## config.mk

```make
export PLATFORM = sky130hd
export DESIGN_NAME = reg_dump_flat
export DESIGN_NICKNAME = d
export VERILOG_FILES = /design/src/rtl/reg_dump_if.sv /design/src/rtl/reg_dump.sv /design/src/flat_wrapper.sv
export SDC_FILE = /design/constraint.sdc
export NUM_CORES = 1
export LEC_CHECK = 0
export CORE_UTILIZATION = 35
export CTS_BUF_LIST = sky130_fd_sc_hd__clkbuf_8
export DETAILED_ROUTE_END_ITERATION = 10
export GPL_ROUTABILITY_DRIVEN = 0
export PLACE_DENSITY_LB_ADDON = 0.1
export SYNTH_ARGS = -nofsm -noshare
export SYNTH_HDL_FRONTEND = slang
export SYNTH_SLANG_ARGS = --single-unit
```

## constraint.sdc

```tcl
create_clock -name Clk -period 1.3 [get_ports Clk]
set_input_delay 0.26 -clock Clk [delete_from_list [all_inputs] [get_ports Clk]]
set_output_delay 0.26 -clock Clk [all_outputs]
set_load 0.02 [all_outputs]
```

## src/rtl/reg_dump_if.sv

```systemverilog
// Bundle of the reg_dump control, register-file read and word-stream signals.
// master: host/consumer/reg_file side; slave: the reg_dump sequencer.
interface reg_dump_if;
    logic        Start;
    logic [4:0]  StartAddr;
    logic [5:0]  Count;
    logic [4:0]  Ard1;
    logic [4:0]  Ard2;
    logic [31:0] Dout1;
    logic [31:0] Dout2;
    logic        OutValid;
    logic        OutReady;
    logic [31:0] OutData;
    logic [4:0]  OutAddr;
    logic        Busy;
    logic        Done;
    logic [31:0] Csum;

    modport master (
        output Start, StartAddr, Count, Dout1, Dout2, OutReady,
        input  Ard1, Ard2, OutValid, OutData, OutAddr, Busy, Done, Csum
    );

    modport slave (
        input  Start, StartAddr, Count, Dout1, Dout2, OutReady,
        output Ard1, Ard2, OutValid, OutData, OutAddr, Busy, Done, Csum
    );
endinterface

```

## src/rtl/reg_dump.sv

```systemverilog
// Debug read-out sequencer: walks a register range two at a time and streams the words.
// Define REG_DUMP_CSUM_EN to keep a running XOR checksum of the sent words on Csum.
module reg_dump (
    input  logic     Clk,
    input  logic     Rst_n,
    reg_dump_if.slave bus
);

    typedef enum logic [2:0] {
        StIdle,
        StFetch,
        StSend0,
        StSend1,
        StDone
    } state_e;

    state_e      state_q, state_d;
    logic [4:0]  ptr_q, ptr_d;
    logic [5:0]  rem_q, rem_d;
    logic [31:0] buf0_q, buf0_d;
    logic [31:0] buf1_q, buf1_d;
    logic [4:0]  ptr_plus1;
    logic [5:0]  count_clamped;

    assign ptr_plus1     = ptr_q + 5'd1;
    assign count_clamped = (bus.Count > 6'd32) ? 6'd32 : bus.Count;

`ifdef REG_DUMP_CSUM_EN
    logic [31:0] csum_q, csum_d;
`endif

    always_ff @(posedge Clk) begin
        if (!Rst_n) begin
            state_q <= StIdle;
            ptr_q   <= 5'd0;
            rem_q   <= 6'd0;
            buf0_q  <= 32'd0;
            buf1_q  <= 32'd0;
        end else begin
            state_q <= state_d;
            ptr_q   <= ptr_d;
            rem_q   <= rem_d;
            buf0_q  <= buf0_d;
            buf1_q  <= buf1_d;
        end
    end

`ifdef REG_DUMP_CSUM_EN
    always_ff @(posedge Clk) begin
        if (!Rst_n) begin
            csum_q <= 32'd0;
        end else begin
            csum_q <= csum_d;
        end
    end
`endif

    always_comb begin
        state_d = state_q;
        ptr_d   = ptr_q;
        rem_d   = rem_q;
        buf0_d  = buf0_q;
        buf1_d  = buf1_q;
`ifdef REG_DUMP_CSUM_EN
        csum_d  = csum_q;
`endif
        case (state_q)
            StIdle: begin
                if (bus.Start) begin
                    ptr_d   = bus.StartAddr;
                    rem_d   = count_clamped;
`ifdef REG_DUMP_CSUM_EN
                    csum_d  = 32'd0;
`endif
                    state_d = (count_clamped == 6'd0) ? StDone : StFetch;
                end
            end
            StFetch: begin
                buf0_d  = bus.Dout1;
                buf1_d  = bus.Dout2;
                state_d = StSend0;
            end
            StSend0: begin
                if (bus.OutReady) begin
                    rem_d   = rem_q - 6'd1;
`ifdef REG_DUMP_CSUM_EN
                    csum_d  = csum_q ^ buf0_q;
`endif
                    state_d = (rem_q == 6'd1) ? StDone : StSend1;
                end
            end
            StSend1: begin
                if (bus.OutReady) begin
                    rem_d   = rem_q - 6'd1;
                    ptr_d   = ptr_q + 5'd2;
`ifdef REG_DUMP_CSUM_EN
                    csum_d  = csum_q ^ buf1_q;
`endif
                    state_d = (rem_q == 6'd1) ? StDone : StFetch;
                end
            end
            StDone: begin
                state_d = StIdle;
            end
            default: begin
                state_d = StIdle;
            end
        endcase
    end

    // Read addresses follow ptr in every state so reg_file data is settled by FETCH.
    always_comb begin
        bus.Ard1     = ptr_q;
        bus.Ard2     = ptr_plus1;
        bus.OutValid = 1'b0;
        bus.OutData  = 32'd0;
        bus.OutAddr  = 5'd0;
        bus.Busy     = 1'b0;
        bus.Done     = 1'b0;
        case (state_q)
            StFetch: begin
                bus.Busy = 1'b1;
            end
            StSend0: begin
                bus.Busy     = 1'b1;
                bus.OutValid = 1'b1;
                bus.OutData  = buf0_q;
                bus.OutAddr  = ptr_q;
            end
            StSend1: begin
                bus.Busy     = 1'b1;
                bus.OutValid = 1'b1;
                bus.OutData  = buf1_q;
                bus.OutAddr  = ptr_plus1;
            end
            StDone: begin
                bus.Done = 1'b1;
            end
            default: begin
                bus.Busy = 1'b0;
            end
        endcase
    end

`ifdef REG_DUMP_CSUM_EN
    assign bus.Csum = csum_q;
`else
    assign bus.Csum = 32'd0;
`endif

    busy_done_exclusive : assert property (@(posedge Clk) !(bus.Busy && bus.Done));

endmodule

```

## src/flat_wrapper.sv

```systemverilog
// flat-port wrapper written by rule: the top's interface ports become plain ports
module reg_dump_flat 
  (Clk, Rst_n, bus_Start, bus_StartAddr, bus_Count, bus_Dout1, bus_Dout2, bus_OutReady, bus_Ard1, bus_Ard2, bus_OutValid, bus_OutData, bus_OutAddr, bus_Busy, bus_Done, bus_Csum);
  reg_dump_if bus_i ();
  input  logic Clk;
  input  logic Rst_n;
  input wire logic [$bits(bus_i.Start)-1:0] bus_Start;
  input wire logic [$bits(bus_i.StartAddr)-1:0] bus_StartAddr;
  input wire logic [$bits(bus_i.Count)-1:0] bus_Count;
  input wire logic [$bits(bus_i.Dout1)-1:0] bus_Dout1;
  input wire logic [$bits(bus_i.Dout2)-1:0] bus_Dout2;
  input wire logic [$bits(bus_i.OutReady)-1:0] bus_OutReady;
  output wire logic [$bits(bus_i.Ard1)-1:0] bus_Ard1;
  output wire logic [$bits(bus_i.Ard2)-1:0] bus_Ard2;
  output wire logic [$bits(bus_i.OutValid)-1:0] bus_OutValid;
  output wire logic [$bits(bus_i.OutData)-1:0] bus_OutData;
  output wire logic [$bits(bus_i.OutAddr)-1:0] bus_OutAddr;
  output wire logic [$bits(bus_i.Busy)-1:0] bus_Busy;
  output wire logic [$bits(bus_i.Done)-1:0] bus_Done;
  output wire logic [$bits(bus_i.Csum)-1:0] bus_Csum;
  assign bus_i.Start = bus_Start;
  assign bus_i.StartAddr = bus_StartAddr;
  assign bus_i.Count = bus_Count;
  assign bus_i.Dout1 = bus_Dout1;
  assign bus_i.Dout2 = bus_Dout2;
  assign bus_i.OutReady = bus_OutReady;
  assign bus_Ard1 = bus_i.Ard1;
  assign bus_Ard2 = bus_i.Ard2;
  assign bus_OutValid = bus_i.OutValid;
  assign bus_OutData = bus_i.OutData;
  assign bus_OutAddr = bus_i.OutAddr;
  assign bus_Busy = bus_i.Busy;
  assign bus_Done = bus_i.Done;
  assign bus_Csum = bus_i.Csum;
  reg_dump u_core (.Clk(Clk), .Rst_n(Rst_n), .bus(bus_i));
endmodule
```

==> flow_summary_export.csv <==
group,metric,value,unit
route,avgViaCountPerCell,5.05,
setup_path,crit_start,"u_core.state_q[0]$_SDFFE_PN0P_",
setup_path,r2r_setup_slack,-0.43,ns
run_status,violations,"negative setup slack",
route,drc,0,
synth,seq_area_frac_synth,39.7,%
power_and_ir_drop,p_leak,3.02,nW
sta,hold_viol,0,
sta,min_period,1.75,ns
placement,placedCellCount,797,
synth,netlist_area,0.00393,mm^2
synth,synth_ff_type,"dfxtp_1",
route,drt_first_iter_violations,157,
sta,timing.fmax,570,MHz
global_route,grt_max_degree,33,
setup_path,crit_end,"bus_OutData[6]",
final_layout,num_antenna_cells,0,
synth,synthArstFlopShare,0,%
global_route,first_global_vias,4199,
setup_path,ff2ff_path_depth,6,
final_layout,layout.cells.non_filler,863,
sta,fin_hold_ws,0.455,ns
global_route,grt_pass1_wl,21000,um
setup_path,cp.required,1.04,ns
synth,synth_edf_count,0,
placement,dp.final_hpwl,7720,um
setup_path,crit_path_end_kind,"primary output",
route,ant_nets,0,
global_route,grt.overflow.total,0,
final_layout,multi_input_area,0.00353,mm^2
synth,yosysWarnings,0,
route,drt-total-wl,15500,um
power_and_ir_drop,powerDensity,1330,mW/mm^2
min_path,holdPathStages,3,
setup_path,worst_setup_path_start_kind,"flop",
global_route,grt.total_usage,23.5,%
setup_path,cp_max_fo,5,
clocking,cts_sinks,78,
floorplanning,die_h,108,um
setup_path,timing.rr.start,"u_core.state_q[0]$_SDFFE_PN0P_",
floorplanning,die_area,0.0117,mm^2
clocking,htree_levels,3,
power_and_ir_drop,peakVddDrop,0.680,mV
route,drt-pass1-iter-count,4,
floorplanning,initial_utilization,36.1,%
sta,fin_ws,-0.454,ns
final_layout,area_growth,110,%
run_status,outcome,"finished, violations left",
sta,finalMaxSlewViolations,0,
clocking,cts_hold_buf,0,
global_route,antenna_found_initial,0,
sta,finalCritPeriodShare,135,%
clocking,clkSlewWorstSetupHoldPaths,0.09,ns
route,num_vias,4359,
final_layout,fillers,725,
synth,synthCells,517,
floorplanning,ios,161,
power_and_ir_drop,total_power,11.0,mW
synth,synth.distinct_cells,41,
clocking,cts_buffer_depth,2,
synth,synth-seq-cells,78,
clocking,clk_latency,0.36,ns
sta,rsz0062_at_grt,"yes",
sta,setup_violations,120,
placement,io_buffers,128,
floorplanning,die_w,108,um
synth,syn_area_per_cell,7.60,um^2
setup_path,cp.arrival,1.49,ns
final_layout,fin_nets,801,
floorplanning,core-area,0.0109,mm^2
final_layout,fin_util,75.9,%
flow_run,max_cap_viol_count,0,
route,avgRoutedWirePerCell,18.0,um
setup_path,worst-setup-path-type,"reg -> out",
final_layout,seq_area,0.00159,mm^2
clocking,cts_buffers,9,
floorplanning,rows,38,
setup_path,r2r-end,"u_core.bus.Ard1[1]$_SDFFE_PN0P_",
final_layout,drive_gt1_share,58.0,%
clocking,cts_root_buffer,"clkbuf_8",
sta,clock_skew,0.0118,ns
clocking,cts_tree,"done",
min_path,hold_path.class,"in -> reg",
-- final cells by class --
cell class | count | share of cell area, %
well taps | 140 | 2.12
clock buffers | 9 | 1.50
inverters | 10 | 0.515
repair buffers | 225 | 33.2
multi-input cells | 394 | 42.8
clock inverters | 7 | 0.666
flip-flops and latches | 78 | 19.2
-- flip-flops by register name, indices dropped and copies added, names as in the netlist --
name             count
u_core.bus.Ard1      5
u_core.rem_q         6
u_core.state_q       3
u_core.buf1_q       32
u_core.buf0_q       32
-- critical path: stages, from the launching register on --
cell	delay (ns)
dfxtp_4	0.41
buf_6	0.14
buf_12	0.16
mux2i_4	0.25
nor2_4	0.05
buf_6	0.12
-- cells in the final DEF (no fill, tap or decap), types with 3 or more instances in the layout --
master            n
inv_1             5
conb_1           32
nand3_1          10
buf_12           23
inv_2             3
o21ai_1           5
dfxtp_4           6
nor2_2            7
a21oi_1          15
a31oi_1           3
mux2i_1           3
clkbuf_8          9
clkdlybuf4s50_1  78
mux2i_4          31
buf_16            9
nand2_4          44
buf_4            38
o21ai_2           4
buf_8             6
buf_6            65
nor2_4           31
xor2_2            3
nor2_1           10
inv_6             3
o21ai_0           3
nand2_2          41
a21oi_2          57
clkbuf_16         6
nand2_1          51
a211oi_2          4
dfxtp_1          70
-- synth_stat cells (2+ instances only) --
cell        n  area share, %
a211oi_1    2           0.38
a211oi_2    2           0.64
a21oi_1    72            9.2
a21oi_4     2           0.83
a31oi_1     3           0.48
and4_1      2           0.45
buf_2      23            2.9
buf_4      34            6.5
clkbuf_1    8           0.76
dfxtp_1    78             40
ha_1        4            1.3
inv_1       7           0.67
inv_2       3           0.29
mux2i_1    34            8.7
nand2_1   136             13
nand2b_1    2           0.32
nand3_1    14            1.8
nand4_1     2           0.32
nor2_1     48            4.6
nor3_1      2           0.25
nor3b_1     2           0.38
nor4_1      3           0.48
o21ai_0     5           0.64
o21ai_1     6           0.76
xnor2_1     4           0.89
xor2_1      4           0.89
-- where the power goes --
part	internal (mW)	total (mW)	switching [mW]
Sequential	2.74	3.18	0.439
Combinational	3.14	6.08	2.93
Clock	0.714	1.73	1.02
Total	6.60	11.0	4.39
-- cell families (layout without fill, tap and decap cells) --
| group | after synthesis | in the layout | share of synthesized area [%] |
|---|---|---|---|
| AO/OA/AOI/OAI | 99 | 99 | 14.5 |
| multiplexers | 34 | 34 | 8.66 |
| flip-flops | 78 | 78 | 39.7 |
| other | 1 | 32 | 0.0954 |
| AND/OR/NAND/NOR | 216 | 217 | 22.6 |
| adder cells (fa/ha/maj) | 4 | 4 | 1.27 |
| buffers and inverters | 77 | 251 | 11.4 |
| XOR/XNOR | 8 | 8 | 1.78 |
-- metal layers --
metal | vias up | GRT usage, % | wire, um
li1 | 2068 | - | -
met1 | 2088 | 27.2 | 6120
met2 | 167 | 40.9 | 7770
met3 | 36 | 6.51 | 1150
met4 | 0 | 9.00 | 484
met5 | - | 0 | 0
-- through the flow --
| stage | worst slack [ns] | TNS (ns) | instance area (um^2) |
|---|---|---|---|
| after floorplan | -0.105 | -3.14 | 4420 |
| after global placement | -0.531 | -31.86 | 5930 |
| after detailed placement | -0.564 | -35.54 | 5930 |
| after CTS | -0.449 | -28.36 | 7230 |
| after global routing | -0.505 | -40.92 | 8260 |
| final | -0.454 | -35.70 | 8260 |
-- timing repair --
action | in CTS | in global routing
gates resized for setup | 394 | 242
cloned | 14 | 7
pin swaps | 43 | 124
buffers inserted | 19 | 15
setup endpoints to repair | 126 | 128
-- how the worst min path moves through the flow --
| stage | start | end | slack, ns |
|---|---|---|---|
| floorplan | bus_OutReady | u_core.state_q[0]$_SDFFE_PN0P_ | 0.38 |
| global placement | u_core.buf0_q[17]$_SDFFE_PN0N_ | u_core.buf0_q[17]$_SDFFE_PN0N_ | 0.44 |
| detailed placement | u_core.buf1_q[15]$_SDFFE_PN0N_ | u_core.buf1_q[15]$_SDFFE_PN0N_ | 0.44 |
| CTS | bus_Dout1[8] | u_core.buf0_q[8]$_SDFFE_PN0N_ | 0.43 |
| global route | bus_Dout2[9] | u_core.buf1_q[9]$_SDFFE_PN0N_ | 0.46 |
| finish | bus_Dout2[10] | u_core.buf1_q[10]$_SDFFE_PN0N_ | 0.46 |
Note: power is estimated with default switching activity, not from simulation.
==> RTL change 1 (same flow settings) <==
Encoding of `state_e`: now one-hot (5 bits for 5 states).
--- a/src/rtl/reg_dump.sv
+++ b/src/rtl/reg_dump.sv
@@ -6,12 +6,12 @@
     reg_dump_if.slave bus
 );
 
-    typedef enum logic [2:0] {
-        StIdle,
-        StFetch,
-        StSend0,
-        StSend1,
-        StDone
+    typedef enum logic [4:0] {
+        StIdle  = 5'b00001,
+        StFetch = 5'b00010,
+        StSend0 = 5'b00100,
+        StSend1 = 5'b01000,
+        StDone  = 5'b10000
     } state_e;
 
     state_e      state_q, state_d;
Check against the original RTL: no difference found for any inputs over 10 cycles, from zero or initial values and one cycle with Rst_n low; not proved beyond that.
==> RTL change 1 against the original RTL <==
  * The run still ends with negative setup slack left
  * Power fell by 22%
  * Cell count decreased by 0.23%
  * Cell area decreased by 12%
  * Synthesized cell count decreased by 2.1%
  * Area after synthesis about the same
  * Worst setup slack worse by 0.45 ns
  * Routed wire length shrank 9.8%
  * Count of clock-buffer cells in the layout rose by 1
  * Sequential cell count up 2
  * Largest cell class unchanged
==> RTL change 1: results (changes against the original RTL) <==
[synthesis]
synth-seq-area-share_pct=40.75  ; +1.0 points
synth-xor-area-share_pct=1.337  ; -0.45 points
yosys-top-cells-count=141 x nand2_1, 80 x dfxtp_1, 70 x a21oi_1
syn_avg_cell_area_sq_um=7.767  ; +2.2%
synth-compound-area-share_pct=23.56  ; +9.1 points

[critical_path]
crit_family=simple AND/OR/NAND/NOR gates
arrival_ns=1.94  ; +0.45 ns
ff2ff_setup_slack_ns=-0.59  ; -0.16 ns
crit_end=bus_OutData[5]
cpMaxStageDelayCell=or3_4

[placement]
hpwl_mm=8.245  ; +6.8%

[power]
comb_power_share_pct=45.2  ; -10 points
power.internal_mw=5.548  ; -16%
clockPowerShare_pct=20.8  ; +5.0 points
leakage_nw=3.045  ; +0.82%

[global_routing]
grtUsageMet3_pct=4.702  ; -1.8 points
grt_max_degree=45  ; +36%
grtUsageMet2_pct=35.03  ; -5.9 points
grtUsageMet1_pct=28.62  ; +1.4 points
grtUsageTotal_pct=21.65  ; -1.8 points

[detailed_routing]
drt-initial-drc-count=206  ; +31%
via_count=4388  ; +0.67%
met3_length_microns=783  ; -32%
wl_met2_mm=6.827  ; -12%

[min_path]
hold_path_end=u_core.buf0_q[13]$_SDFFE_PN0P_

[sta]
timing.final.ws_setup_ns=-0.9032  ; -0.4488 ns
setup_viol=127  ; +5.8%

[finish]
num-fill-cells=902  ; +24%
final_cells=861  ; -0.23%
drive_gt1_share_pct=38.00  ; -20 points

[run_status]
outcome=complete, but fails checks
violations=negative setup slack

-- RTL change 1: cell types whose count changed in the layout (fill, tap and decap cells not counted), sizes merged, moves of 3 or more --
cell	before	now
nor2	48	9
a22o	0	35
mux2i	34	2
buf	141	149
o21ai	12	4
nand3	14	8
or3	0	6
nand2	136	141
nor3	3	8
a21oi	74	70
o32ai	1	5
clkbuf	15	18
nand4	2	5
-- RTL change 1: worst reg2reg max path: stages, from the launching register on --
cell and delay, ns:
dfxtp_2 0.33, buf_4 0.18, or3_4 0.44, or3_4 0.46, and2_4 0.18, o32ai_2 0.22
-- RTL change 1: what timing repair did --
action                     CTS  global route
cloned                       6            10
resized for setup          303            70
setup buffers               14            17
pin swaps                    9            32
setup endpoints to repair  130           130
-- RTL change 1: final cells by class --
cell class	count	share of cell area, %
Clock buffer	10	1.893
Clock inverter	6	0.6885
Inverter	10	0.5164
Multi-Input combinational cell	378	37.13
Sequential cell	80	22.34
Tap cell	140	2.410
Timing Repair Buffer	237	35.03
==> RTL change 2 (same settings) <==
Made on the original files. `buf0_q` and `buf1_q` no longer have a reset.
--- a/src/rtl/reg_dump.sv
+++ b/src/rtl/reg_dump.sv
@@ -34,15 +34,16 @@
             state_q <= StIdle;
             ptr_q   <= 5'd0;
             rem_q   <= 6'd0;
-            buf0_q  <= 32'd0;
-            buf1_q  <= 32'd0;
         end else begin
             state_q <= state_d;
             ptr_q   <= ptr_d;
             rem_q   <= rem_d;
-            buf0_q  <= buf0_d;
-            buf1_q  <= buf1_d;
         end
+    end
+
+    always_ff @(posedge Clk) begin
+        buf0_q <= buf0_d;
+        buf1_q <= buf1_d;
     end
 
 `ifdef REG_DUMP_CSUM_EN
Check against the original RTL: no difference found for any inputs over 10 cycles, from zero or initial values and one cycle with Rst_n low; that may be too few to reach the edited logic, so the function may still have changed.
==> RTL change 2 against the original RTL <==
  * The run still ends with negative setup slack left
  * Cell area is 12% lower
  * Count of clock-buffer cells in the layout unchanged
  * Routed wire length decreased by 34%
  * Power decreased by 3.1%
  * Critical path depth is 2 higher
  * Sequential cell count is the same
  * Worst setup slack lost 0.15 ns
  * Cell count decreased by 23%
  * Area after synthesis fell by 6.8%
  * Critical endpoint is now u_core.bus.Ard1[1]$_SDFFE_PN0P_
  * Largest power group unchanged
  * Highest routed layer unchanged
==> RTL change 2: results (changes against the original RTL) <==
[synthesis]
synth-seq-area-share_pct=60.15  ; +20 points
synth-compound-area-share_pct=5.913  ; -8.5 points
syn_inst=306  ; -41%
async_flop_share_pct=0  ; unchanged
yosys-top-cells-count=64 x edfxtp_1, 49 x nor2_1, 33 x mux2i_1
synth-adder-area-share_pct=1.367  ; +0.093 points
synth_mux_area_share_pct=9.023  ; +0.36 points
synth_edf_count=64  ; +64
synth-xor-area-share_pct=1.914  ; +0.13 points
synth-warning-count=0  ; unchanged
synth.area.top_cells=edfxtp_1 52%, mux2i_1 9.0%, dfxtp_1 7.7%
ys_types=42  ; +2.4%

[clock_tree]
cts.repair.resized=280  ; -29%
htreeDepth=3  ; unchanged
post_cts_buffers=19  ; unchanged
clk_pin_slew_ns=0.08
cts_inserted_buffers=9  ; unchanged
clkLatencyLatePin_ns=0.35
clockRootBuffer=clkbuf_8

[critical_path]
crit_family=compound AO/OA/AOI/OAI gates
cpPeakStageDelay_ns=0.43  ; +0.02 ns
worstPathMaxFanout=6  ; +1
arrival_ns=2.13  ; +0.64 ns
cpMaxStageDelayCell=or3b_4

[run_status]
violations=negative setup slack
outcome=complete, but fails checks

[global_routing]
grt_overflow=0  ; unchanged
grtUsageTotal_pct=17.46  ; -6.0 points
grt_antenna_before_repair=0  ; unchanged
grt_max_degree=28  ; -15%
grt_pass1_wl_mm=14.77  ; -30%
grt_pass1_vias=2950  ; -30%

[placement]
hpwl_mm=6.321  ; -18%
port_buffers=128  ; unchanged
dp.cells=598  ; -25%

[detailed_routing]
via_count=3050  ; -30%
drt-initial-drc-count=103  ; -34%
post_drt_wl_per_cell_microns=15.40  ; -14%
first_pass_iters=4  ; unchanged
via_per_inst=4.600  ; -8.9%

[finish]
nNetsFinal=609  ; -24%
drive_gt1_share_pct=50.94  ; -7.0 points
largestRegisters=u_core.buf0_q: 32 flops, u_core.buf1_q: 32 flops, u_core.rem_q: 6 flops
diodes=0  ; unchanged

[power]
ir_drop_mv=0.7434  ; +9.3%
leakage_nw=2.675  ; -11%

[sta]
timing.final.ws_setup_ns=-0.6018  ; -0.1474 ns
setup_viol=124  ; +3.3%
skew_ns=0.01248  ; +0.0006417 ns

[min_path]
worstHoldPathType=primary input to flip-flop

-- RTL change 2: changes by cell type after synthesis, moves of 3 or more --
| cell | unedited run | this run |
|---|---|---|
| nand2_1 | 136 | 14 |
| dfxtp_1 | 78 | 14 |
| edfxtp_1 | 0 | 64 |
| a21oi_1 | 72 | 12 |
| buf_2 | 23 | 5 |
| nand3_1 | 14 | 7 |
| o21ai_1 | 6 | 0 |
| nor3b_1 | 2 | 6 |
| o21ai_0 | 5 | 9 |
| a31oi_1 | 3 | 0 |
-- RTL change 2: power breakdown --
group	switching (mW)	internal [mW]
Combinational	2.38	3.03
Sequential	0.285	3.21
Clock	0.880	0.873
Total	3.54	7.11
-- RTL change 2: final cells by class --
| class | instances | area (sq um) |
|---|---|---|
| Clock buffer | 9 | 123.9 |
| Clock inverter | 6 | 62.56 |
| Fill cell | 670 | 2714 |
| Inverter | 6 | 27.53 |
| Multi-Input combinational cell | 207 | 2141 |
| Sequential cell | 78 | 2217 |
| Tap cell | 133 | 166.4 |
| Timing Repair Buffer | 224 | 2502 |
-- RTL change 2: layer usage --
layer  vias to the layer above  wire [microns]  track usage [%]
met5                         -               0                0
met4                         0             123            5.408
met3                        11             720            5.451
met2                       131            5169            29.38
met1                      1431            4195            21.31
li1                       1477               -                -
-- RTL change 2: cells by family (layout without fill, tap and decap cells) --
| family | Yosys count | after routing |
|---|---|---|
| AND/OR/NAND/NOR | 96 | 97 |
| flip-flops | 78 | 78 |
| buffers and inverters | 53 | 245 |
| AO/OA/AOI/OAI | 33 | 33 |
| multiplexers | 33 | 33 |
| XOR/XNOR | 8 | 8 |
| adder cells (fa/ha/maj) | 4 | 4 |
| other | 1 | 32 |
-- RTL change 2: path summary, 6_finish.rpt --
| kind | start | end | slack (ns) | depth (start not counted) |
|---|---|---|---|---|
| setup reg to reg | u_core.state_q[0]$_SDFFE_PN0P_ | u_core.bus.Ard1[1]$_SDFFE_PN0P_ | -0.60 | 7 |
| hold reg to reg | u_core.rem_q[5]$_SDFFE_PN0P_ | u_core.rem_q[5]$_SDFFE_PN0P_ | 0.52 | 2 |
| setup / recovery | u_core.state_q[0]$_SDFFE_PN0P_ | u_core.bus.Ard1[1]$_SDFFE_PN0P_ | -0.60 | 7 |
| hold / removal | bus_Dout1[1] | u_core.buf0_q[1]$_DFFE_PP_ | 0.46 | 1 |
-- RTL change 2: through the flow --
stage / TNS [ns] / hold slack (ns) / area [sq um] / setup slack [ns]
2_1_floorplan: -87.84 / 0.3589 / 4217 / -1.287
4_1_cts: -39.17 / 0.4469 / 6540 / -0.5871
6_report: -34.64 / 0.4613 / 7241 / -0.6018
3_5_place_dp: -43.55 / 0.5056 / 5683 / -0.6175
5_1_grt: -40.05 / 0.4477 / 7241 / -0.6606
3_3_place_gp: -42.92 / 0.4966 / 5683 / -0.5756
